`config.mk`:
```
export PLATFORM = sky130hd
export DESIGN_NAME = ctrl_batch_buffer
export DESIGN_NICKNAME = d
export VERILOG_FILES = /design/src/rtl/ctrl_batch_buffer_pkg.sv /design/src/rtl/ctrl_batch_buffer_stage.sv /design/src/rtl/ctrl_batch_buffer.sv
export SDC_FILE = /design/constraint.sdc
export NUM_CORES = 1
export LEC_CHECK = 0
export CAP_MARGIN = 20
export CELL_PAD_IN_SITES_DETAIL_PLACEMENT = 1
export CELL_PAD_IN_SITES_GLOBAL_PLACEMENT = 1
export CORE_MARGIN = 5
export CORE_UTILIZATION = 30
export DETAILED_ROUTE_END_ITERATION = 8
export PLACE_DENSITY_LB_ADDON = 0.1
export RECOVER_POWER = 25
export SYNTH_ARGS = -nofsm -noshare
export SYNTH_HDL_FRONTEND = slang
export SYNTH_SLANG_ARGS = --single-unit
```
`constraint.sdc`:
```
create_clock -name clk -period 1.15 [get_ports clk]
set_input_delay 0.23 -clock clk [delete_from_list [all_inputs] [get_ports clk]]
set_output_delay 0.23 -clock clk [all_outputs]
set_load 0.05 [all_outputs]
```
`src/rtl/ctrl_batch_buffer_pkg.sv`:
```
// Shared widths and types for the control-bounded filter input stage.
// Built with or without CBF_BATCH_REVERSE_EN.
package cbf_pkg;

  localparam int CBF_M   = 4;
  localparam int CBF_DSR = 4;

  typedef logic [CBF_M-1:0] ctrl_sample_t;

  function automatic int batch_w(input int m, input int dsr);
    return m * dsr;
  endfunction

  function automatic int cnt_w(input int dsr);
    return (dsr <= 2) ? 1 : $clog2(dsr);
  endfunction

endpackage

```
`src/rtl/ctrl_batch_buffer_stage.sv`:
```
// Staging register and sample counter.
// Raises done_o on the cycle the last sample of a batch arrives.
module ctrl_batch_stage
  import cbf_pkg::*;
#(
  parameter int M   = CBF_M,
  parameter int DSR = CBF_DSR
) (
  input  logic             clk,
  input  logic             rst,
  input  logic [M-1:0]     in_data,
  input  logic             in_valid,
  output logic [M*DSR-1:0] batch_o,
  output logic             done_o
);

  localparam int BW = batch_w(M, DSR);
  localparam int CW = cnt_w(DSR);
  localparam logic [CW-1:0] LAST = CW'(DSR - 1);

  logic [BW-1:0] stage_q, stage_d;
  logic [CW-1:0] cnt_q, cnt_d;

  always_comb begin
    stage_d = stage_q;
    cnt_d   = cnt_q;
    done_o  = 1'b0;
    if (in_valid) begin
      for (int k = 0; k < DSR; k++) begin
        if (cnt_q == CW'(k)) begin
          stage_d[k*M +: M] = in_data;
        end
      end
      if (cnt_q == LAST) begin
        cnt_d  = '0;
        done_o = 1'b1;
      end else begin
        cnt_d = cnt_q + CW'(1);
      end
    end
  end

  // The completed word includes the sample arriving this cycle.
  assign batch_o = stage_d;

  always_ff @(posedge clk) begin
    if (rst) begin
      stage_q <= '0;
      cnt_q   <= '0;
    end else begin
      stage_q <= stage_d;
      cnt_q   <= cnt_d;
    end
  end

endmodule

```
`src/rtl/ctrl_batch_buffer.sv`:
```
// Batch packer: staging + holding register with valid/ready output.
// CBF_BATCH_REVERSE_EN adds the time-reversed out_batch_rev port.
module ctrl_batch_buffer
  import cbf_pkg::*;
#(
  parameter int M   = CBF_M,
  parameter int DSR = CBF_DSR
) (
  input  logic             clk,
  input  logic             rst,
  input  logic [M-1:0]     in_data,
  input  logic             in_valid,
  output logic [M*DSR-1:0] out_batch,
`ifdef CBF_BATCH_REVERSE_EN
  output logic [M*DSR-1:0] out_batch_rev,
`endif
  output logic             out_valid,
  input  logic             out_ready,
  output logic             overrun
);

  localparam int BW = batch_w(M, DSR);

  logic [BW-1:0] batch_w_s;
  logic          done_s;
  logic          load_s;

  logic [BW-1:0] hold_q, hold_d;
  logic          valid_q, valid_d;
  logic          ovr_q, ovr_d;

  ctrl_batch_stage #(
    .M   (M),
    .DSR (DSR)
  ) u_stage (
    .clk      (clk),
    .rst      (rst),
    .in_data  (in_data),
    .in_valid (in_valid),
    .batch_o  (batch_w_s),
    .done_o   (done_s)
  );

  always_comb begin
    load_s  = done_s && (!valid_q || out_ready);
    hold_d  = hold_q;
    valid_d = valid_q;
    ovr_d   = ovr_q;
    if (load_s) begin
      hold_d  = batch_w_s;
      valid_d = 1'b1;
    end else if (valid_q && out_ready) begin
      valid_d = 1'b0;
    end
    // A completed batch with a stalled holder is dropped.
    if (done_s && !load_s) begin
      ovr_d = 1'b1;
    end
  end

  always_ff @(posedge clk) begin
    if (rst) begin
      hold_q  <= '0;
      valid_q <= 1'b0;
      ovr_q   <= 1'b0;
    end else begin
      hold_q  <= hold_d;
      valid_q <= valid_d;
      ovr_q   <= ovr_d;
    end
  end

  assign out_batch = hold_q;
  assign out_valid = valid_q;
  assign overrun   = ovr_q;

`ifdef CBF_BATCH_REVERSE_EN
  logic [BW-1:0] rev_q, rev_d;

  always_comb begin
    rev_d = rev_q;
    if (load_s) begin
      for (int k = 0; k < DSR; k++) begin
        rev_d[k*M +: M] = batch_w_s[(DSR-1-k)*M +: M];
      end
    end
  end

  always_ff @(posedge clk) begin
    if (rst) begin
      rev_q <= '0;
    end else begin
      rev_q <= rev_d;
    end
  end

  assign out_batch_rev = rev_q;
`endif

endmodule
```
Word level (Yosys, flattened, before mapping):

Cells that the tools add are included.

* flip-flop bits (word level): 36
* output and inout bits: 18
* input bits: 8

* eq/ne operators: 3
* mux-type cells: 10
* add/sub/neg operators: 1
* reduce and logical (&&, ||, !) cells: 8

Operators with widths (count)
* two-way mux 16 bit: 1
* two-way mux 4 bit: 4
* equality test 2 bit, second input constant: 2
* two-way mux 1 bit: 4
* logical AND 1 bit: 3
* adder 2 x 1 -> 2 bit, second input constant: 1
* equality test 2 x 1 -> 1 bit, second input constant: 1
* logical NOT 1 bit: 2
* logical NOT 2 bit: 1
* two-way mux 2 bit: 1
* nonzero test 2 bit: 1
* logical OR 1 bit: 1

Longest topological paths before layout:

Gate-level depths: netlist of run 1.

* depth in word-level cells: 6
* gate-level depth with buffers: 5
* mapped depth without buffers: 5

Modules after synthesis:

A second synthesis of run 1 with hierarchy kept.

* cells, all modules: 168
* area, all modules: 1808.0 sq um

Modules (own cells, without submodules)
* ctrl_batch_stage: sequential area each 360.3 sq um, area each 1006.0 sq um, cells each 91, instances 1
* ctrl_batch_buffer: sequential area each 360.3 sq um, area each 802.0 sq um, cells each 77, instances 1

Least setup slack after synthesis of run 1:

OpenSTA, ideal clock, no wires.

* path type: register -> register
* from: reg valid_q, in the netlist out_valid
* to: reg hold_q[2], in the netlist out_batch[2]
* buffers on the path: 1
* setup time: 79 ps
* cell stages (with the launch flop): 5
* data required time: 1071 ps
* setup slack: -224 ps
* period minus slack after synthesis: 1374 ps
* arrival time: 1295 ps
* cell sequence: dfxtp_1 -> and2b_1 -> nor2_2 -> buf_6 -> a211oi_2

* word-level cells in the longest chain between the ends: 3

RTL lines
* start, declared: RTL line ctrl_batch_buffer.sv:29 `logic valid_q, valid_d;`
* start signal, assigned: RTL line ctrl_batch_buffer.sv:68 `valid_q <= valid_d;`
* logical NOT 1 bit: RTL line ctrl_batch_buffer.sv:45 `load_s = done_s && (!valid_q || out_ready);`
* logical OR 1 bit: RTL line ctrl_batch_buffer.sv:45
* logical AND 1 bit: RTL line ctrl_batch_buffer.sv:45
* end signal, assigned: RTL line ctrl_batch_buffer.sv:67 `hold_q <= hold_d;`
* end, declared: RTL line ctrl_batch_buffer.sv:28 `logic [BW-1:0] hold_q, hold_d;`

Every way passes these cells.
A chain may end at the register's enable or synchronous reset.

Worst setup path after layout of run 1:

* from: reg u_stage.cnt_q[0]
* to: reg hold_q[15], in the netlist out_batch[15]

* word-level cells in the longest chain between the ends: 4
* elaborated cells between the ends (all ways): 6

RTL lines
* start, declared: RTL line ctrl_batch_buffer_stage.sv:22 `logic [CW-1:0] cnt_q, cnt_d;`
* start signal, assigned: RTL line ctrl_batch_buffer_stage.sv:52 `cnt_q <= cnt_d;`
* equality test 2 bit (*): RTL line ctrl_batch_buffer_stage.sv:30, ctrl_batch_buffer_stage.sv:34
* two-way mux 1 bit: RTL line ctrl_batch_buffer_stage.sv:34 `if (cnt_q == LAST) begin`
* two-way mux 1 bit: RTL line ctrl_batch_buffer_stage.sv:28 `if (in_valid) begin`
* logical AND 1 bit: RTL line ctrl_batch_buffer.sv:45

Every way passes the cells marked *; elsewhere a longest branch is shown, timed or not.

==> results of run 1 <==
==> logic make-up (layout without fill, tap and decap cells) <==
group | after synthesis | count (layout)
simple gates | 28 | 28
flops | 32 | 32
compound gates | 35 | 35
buf+inv | 13 | 47
fa+ha+maj | 4 | 4
mux | 13 | 13
==> metrics by stage <==
| step | util, % | setup TNS, ns | hold WS (ns) | power, mW |
|---|---|---|---|---|
| after CTS | 50.7 | -0.799 | 0.504 | 2.45 |
| after global placement | 42.6 | -11.78 | 0.479 | 1.43 |
| after floorplan | - | -0.0466 | 0.378 | 1.34 |
| after detailed placement | 42.6 | -13.45 | 0.490 | 1.45 |
| after global routing | 52.1 | -2.23 | 0.554 | 2.53 |
| final | 52.1 | -0.846 | 0.521 | 2.42 |
==> final timing paths <==
| path | cells past startpoint | end |
|---|---|---|
| min reg2reg | 2 | out_batch[13] |
| min | 2 | out_batch[13] |
| max reg2reg | 5 | out_batch[15] |
| max | 5 | out_batch[15] |
==> report_power, final <==
part	switching [mW]	total, mW	internal, mW
registers	0.0363	1.17	1.14
clock network	0.388	0.875	0.488
logic	0.187	0.372	0.185
total	0.611	2.42	1.81
==> cell usage in the layout, fill, tap and decap left out <==
master	netlist	routed
a211oi_1	1	1
a211oi_2	11	11
a21oi_1	8	7
a21oi_2	11	11
a21oi_4	0	1
and2_4	1	1
and2b_1	1	1
buf_12	1	22
buf_4	2	5
buf_6	3	1
clkbuf_1	2	2
clkbuf_16	0	1
clkbuf_8	0	6
clkdlybuf4s15_2	0	1
clkdlybuf4s50_1	0	6
dfxtp_1	32	29
dfxtp_4	0	3
ha_4	0	4
inv_1	3	1
inv_4	0	2
mux2i_1	13	2
mux2i_4	0	11
nand2_2	4	1
nand2_8	0	3
nand2b_1	1	1
nand3_1	4	2
nand3_2	0	1
nand3_4	0	1
nor2_1	15	15
nor2_2	1	1
nor3b_1	1	1
o21ai_0	4	3
o21ai_1	0	1
==> worst reg2reg max path: cells and delay by family (launching register included) <==
| kind | cells | cell delay [ns] |
|---|---|---|
| DFF | 1 | 0.40 |
| and+or+nand+nor | 2 | 0.26 |
| adders and majority gates | 1 | 0.16 |
| buffers and inverters | 1 | 0.16 |
| AOI/OAI and AO/OA | 1 | 0.16 |
==> metal layers <==
metal	vias up	GRT usage, %	wire length (um)
li1	502	-	-
met1	510	14.6	1550
met2	20	19.1	1730
met3	5	4.92	157
met4	0	4.12	36
met5	-	0	0
==> state kept, by name, indices dropped and copies added (netlist names) <==
signal / cells
out_batch: 16
u_stage.stage_q: 12
u_stage.cnt_q: 2
out_valid: 1
overrun: 1
==> cell type report <==
class,count,area [um2],area share (%)
Sequential cell,32,652,28.5
Clock buffer,8,90.1,3.94
Tap cell,52,65.1,2.85
Inverter,3,16.3,0.712
Multi-Input combinational cell,80,877,38.4
Timing Repair Buffer,36,586,25.6
==> what timing repair did <==
item	4_1_cts	5_1_grt
gates resized for setup	45	6
endpoints found under the setup margin	30	29
buffers inserted	3	0
pin swaps	7	19
gates cloned	0	1
==> results.sh, run 1 <==
export IMPL_synthXorXnorAreaFrac_pct=0
export IMPL_cts_hold_fix_buffers=0
export IMPL_synth_compound_area_share_pct=22.2
export IMPL_synth_edf_count=0
export IMPL_power_density_mw_per_mm2=1060
export IMPL_synthesis_area_mm2=0.00136
export IMPL_cts_max_level=2
export IMPL_synth_seq_cells=32
export IMPL_viasPerCell=4.91
export IMPL_place_gp_congestion=0.691
export IMPL_start_util_pct=31.0
export IMPL_drc=0
export IMPL_crit_family="flip-flops"
export IMPL_max_slew_margin_rel_pct=72.1
export IMPL_grt_usage_pct=12.0
export IMPL_final_setup_viol_count=26
export IMPL_clkLatencyLatePin_ns=0.28
export IMPL_place_ws_ns=-0.532
export IMPL_fillCellCount=433
export IMPL_gr_total_overflow=0
export IMPL_synth_simple_area_share_pct=10.1
export IMPL_async_reset_ff_share_pct=0
export IMPL_maxSlewViolCount=0
export IMPL_grt_pass1_wl_mm=5.62
export IMPL_place_area_mm2=0.00187
export IMPL_synthTopCellsByCount="32 x dfxtp_1, 15 x nor2_1, 13 x mux2i_1"
export IMPL_cts_sink_count=32
export IMPL_cp_cell_sequence="ha_4 -> and2_4 -> clkbuf_16 -> nand3_2 -> a21oi_1"
export IMPL_clkTransAtPathRegs_ns=0.06
export IMPL_num_io_pins=26
export IMPL_crit_path_start="u_stage.cnt_q[0]"
export IMPL_cts_path_max_buffers=2
export IMPL_tightest_slew_ns=0.418
export IMPL_syn_inst=125
export IMPL_path_max_fanout=5
export IMPL_min_from="out_batch[13]"
export IMPL_yosys_cell_count_top_type="dfxtp_1"
export IMPL_p_leak_nw=0.783
export IMPL_ys_top_cells_by_area="dfxtp_1 47%, a211oi_2 10%, mux2i_1 9.6%, a21oi_2 7.1%, nor2_1 4.1%"
export IMPL_wire_per_inst_um=16.5
export IMPL_first_pass_iters=2
export IMPL_grt_max_degree=33
export IMPL_layout_cells_non_filler=211
export IMPL_port_buffers=25
export IMPL_antenna_found_initial=0
export IMPL_grt_pass1_vias=1115
export IMPL_cpPeakStageDelay_ns=0.40
export IMPL_synthAdderAreaFrac_pct=3.69
export IMPL_cts_buffers=5
export IMPL_layout_drive_gt1_share_pct=54.7
export IMPL_syn_to_final_growth_pct=68.4
export IMPL_cts_root_buf="clkbuf_8"
export IMPL_hp_class="flop to flop"
export IMPL_period_share_pct=105
export IMPL_synthMuxAreaShare_pct=9.59
export IMPL_path_buf_inv=1
export IMPL_dp_cells=199
export IMPL_final_cell_area_mm2=0.00229
export IMPL_crit_slowest_cell="dfxtp_4"
export IMPL_drt_antenna_violating_nets=0
export IMPL_fin_crit_ns=1.21
export IMPL_die_area_mm2=0.00597
export IMPL_drv_cap=0
export IMPL_r2r_setup_slack_ns=-0.06
export IMPL_finalHoldViolations=0
export IMPL_worstSetupStartpointType="flop"
export IMPL_fp_dieW_um=77.3
export IMPL_end_kind="flop"
export IMPL_ir_drop_v=0.000620
export IMPL_cts_tree="done"
export IMPL_dieHeight_um=77.3
export IMPL_fin_nets=170
export IMPL_skew_ns=0.00215
export IMPL_seq_area_frac_synth_pct=47.2
export IMPL_totalWireLength_mm=3.48
export IMPL_layout_setup_ws_ns=-0.0609
export IMPL_vias=1037
export IMPL_core_area_mm2=0.00438
export IMPL_outcome="finished with violations"
export IMPL_rsz0062_at_grt="yes"
export IMPL_rows=24
export IMPL_synth_top_family_by_area="compound AO/OA/AOI/OAI gates"
export IMPL_syn_nets=137
export IMPL_synth_top_area_share_pct=47.2
export IMPL_crit_reg2reg_launch="u_stage.cnt_q[0]"
export IMPL_antenna_cells=0
export IMPL_synth_distinct_cells=22
export IMPL_violations="negative setup slack"
export IMPL_yosys_area_top_type="dfxtp_1"
export IMPL_cp_required_ns=1.36
export IMPL_timing_worst_setup_path_type="flop to flop"
export IMPL_crit_arrival_ns=1.42
export IMPL_drt_initial_drc_count=28
export IMPL_max_freq_mhz=826
export IMPL_synth_flop_cell="dfxtp_1"
export IMPL_hpwlAfterDp_mm=2.32
export IMPL_ys_warnings_count=0
export IMPL_avgSynthCellArea_um2=10.9
No activity file was read; power rests on OpenSTA's default activity.
==> run 2, diff against run 1 <==
--- a/config.mk
+++ b/config.mk
@@ -5,12 +5,14 @@
 export SDC_FILE = /design/constraint.sdc
 export NUM_CORES = 1
 export LEC_CHECK = 0
+export ABC_CLOCK_PERIOD_IN_PS = 1150
 export CAP_MARGIN = 20
 export CELL_PAD_IN_SITES_DETAIL_PLACEMENT = 1
 export CELL_PAD_IN_SITES_GLOBAL_PLACEMENT = 1
 export CORE_MARGIN = 5
 export CORE_UTILIZATION = 30
 export DETAILED_ROUTE_END_ITERATION = 8
+export HOLD_SLACK_MARGIN = 0.08
 export PLACE_DENSITY_LB_ADDON = 0.1
 export RECOVER_POWER = 25
 export SYNTH_ARGS = -nofsm -noshare
==> results of run 2 <==
No change in the layout: final DEF, timing and power equal those of run 1.
==> run 3, diff against run 2 <==
--- a/config.mk
+++ b/config.mk
@@ -5,7 +5,7 @@
 export SDC_FILE = /design/constraint.sdc
 export NUM_CORES = 1
 export LEC_CHECK = 0
-export ABC_CLOCK_PERIOD_IN_PS = 1150
+export ABC_CLOCK_PERIOD_IN_PS = 1550
 export CAP_MARGIN = 20
 export CELL_PAD_IN_SITES_DETAIL_PLACEMENT = 1
 export CELL_PAD_IN_SITES_GLOBAL_PLACEMENT = 1
==> constraint.sdc (replaced) <==
create_clock -name clk -period 1.55 [get_ports clk]
set_input_delay 0.31 -clock clk [delete_from_list [all_inputs] [get_ports clk]]
set_output_delay 0.31 -clock clk [all_outputs]
set_load 0.05 [all_outputs]
==> run 3 against run 2 <==
  * The flow now finishes without violations
  * Final cell count fell by 1.4%
  * Die area did not move
  * Critical path depth unchanged
  * First-iteration DRC count fell by 3.6%
  * Hold slack lost 0.035 ns
  * Largest power group unchanged
  * Via count down 4.4%
  * Design area fell by 18%
==> results.sh, run 3 (synthesized netlist as in run 1, its figures left out) <==
export IMPL_outcome="complete, no violations"
export IMPL_power_density_mw_per_mm2=873
export IMPL_start_util_pct=31.0
export IMPL_p_sw_mw=0.409
export IMPL_comb_power_share_pct=11.3
export IMPL_core_area_mm2=0.00438
export IMPL_cts_tree="done"
export IMPL_tightest_slew_ns=0.515
export IMPL_p_leak_nw=0.934
export IMPL_rsz0062_at_grt="no"
export IMPL_cpPeakStageDelay_ns=0.58
export IMPL_clkTransAtPathRegs_ns=0.06
export IMPL_skew_ns=0.00738
export IMPL_cts_root_buf="clkbuf_8"
export IMPL_cts_hold_fix_buffers=0
export IMPL_total_power_mw=1.64
export IMPL_hp_class="flop to flop"
export IMPL_seq_area_um2=641
export IMPL_drt_initial_drc_count=27
export IMPL_die_area_mm2=0.00597
export IMPL_layout_commonest_cell="dfxtp_1"
export IMPL_cts_path_max_buffers=2
export IMPL_antenna_cells=0
export IMPL_layout_drive_gt1_share_pct=32.1
export IMPL_ir_drop_v=0.000577
export IMPL_grt_usage_pct=12.0
export IMPL_worst_hold_slack_ns=0.486
export IMPL_maxSlewViolCount=0
export IMPL_max_freq_mhz=690
export IMPL_gr_total_overflow=0
export IMPL_syn_to_final_growth_pct=38.4
export IMPL_drc=0
export IMPL_fillCellCount=487
export IMPL_antenna_found_initial=0
export IMPL_multi_input_area_um2=619
export IMPL_grt_pass1_vias=1065
export IMPL_grt_pass1_wl_mm=5.66
export IMPL_viasPerCell=4.76
export IMPL_fp_dieW_um=77.3
export IMPL_cts_max_level=2
export IMPL_wire_per_inst_um=16.3
export IMPL_num_io_pins=26
export IMPL_internal_power_mw=1.23
export IMPL_swShare_pct=24.9
export IMPL_end_kind="flop"
export IMPL_fin_nets=168
export IMPL_cp_required_ns=1.70
export IMPL_hpwlAfterDp_mm=2.42
export IMPL_clock_power_share_pct=36.3
export IMPL_fin_crit_ns=1.45
export IMPL_sequentialPowerShare_pct=52.3
export IMPL_ctsResizeCount=0
export IMPL_period_share_pct=93.5
export IMPL_max_slew_margin_rel_pct=65.6
export IMPL_worstSetupStartpointType="input pin"
export IMPL_vias=991
export IMPL_final_setup_viol_count=0
export IMPL_cts_buffers=5
export IMPL_final_cell_mix="32 x dfxtp_1, 15 x nor2_1, 13 x mux2i_1"
export IMPL_drv_cap=0
export IMPL_crit_arrival_ns=1.60
export IMPL_port_buffers=25
export IMPL_place_gp_congestion=0.681
export IMPL_post_cts_setup_buffer_count=0
export IMPL_first_pass_iters=5
export IMPL_finalHoldViolations=0
export IMPL_largest_register_ffs=16
export IMPL_totalWireLength_mm=3.40
export IMPL_crit_slowest_cell="dlygate4sd3_1"
export IMPL_dieHeight_um=77.3
export IMPL_cp_cell_sequence="dlygate4sd3_1 -> buf_4 -> nand2_2 -> mux2i_1 -> a211oi_2"
export IMPL_rows=24
export IMPL_path_max_fanout=4
export IMPL_grt_max_degree=33
export IMPL_drt_antenna_violating_nets=0
export IMPL_clkLatencyLatePin_ns=0.28
export IMPL_timing_worst_setup_path_type="input pin to flop"
export IMPL_cts_sink_count=32
## run 3: cell count changes in the layout (fill, tap and decap cells not counted), sizes merged
cell	delta
clkbuf	-3
dlygate4sd3	+1
dlymetal6s2s	+11
clkdlybuf4s15	-1
buf	-12
clkinv	+1
## run 3: worst max-delay path, delay by kind of cell
kind,cells,cell delay [ns]
AO/OA/AOI/OAI,1,0.10
buffers and inverters,2,0.75
multiplexers,1,0.30
AND/OR/NAND/NOR,1,0.14
## run 3: worst paths after layout
check,depth (start not counted),start,slack [ns],endpoint
max,5,in_valid,0.10,out_batch[2]
min reg2reg,2,overrun,0.49,overrun
min,2,overrun,0.49,overrun
max reg2reg,5,u_stage.cnt_q[0],0.14,out_batch[10]
## run 3: metal layers
layer / GRT usage, % / wire [um] / up-vias
li1: - / - / 491
met1: 15.6 / 1610 / 477
met2: 18.1 / 1600 / 18
met3: 4.80 / 153 / 5
met4: 3.61 / 36 / 0
met5: 0 / 0 / -
## run 3: cell type report
cell class	count	share of cell area, %
multi-input combinational	80	33.0
tap	52	3.46
clock inverter	1	0.266
sequential	32	34.1
clock buffer	6	3.86
inverter	3	0.599
timing repair buffer	34	24.8
## run 3: power groups by stage
stage                     Sequential [mW]  Combinational, mW  Clock [mW]
after floorplan                     0.893             0.0993           0
after global placement              0.878              0.191           0
after detailed placement            0.879              0.196           0
after CTS                           0.861              0.197       0.630
after global routing                0.861              0.204       0.668
final                               0.859              0.186       0.596
## run 3: per-stage QoR
stage          setup slack, ns  instances  setup TNS [ns]  utilization, %  area (um2)
2_1_floorplan            0.176        125               0               -        1360
3_3_place_gp           -0.0489        201          -0.207            43.0        1880
3_5_place_dp           -0.0769        201          -0.561            43.0        1880
4_1_cts                  0.120        208               0            44.7        1960
5_1_grt                 0.0242        208               0            42.9        1880
6_report                 0.100        208               0            42.9        1880
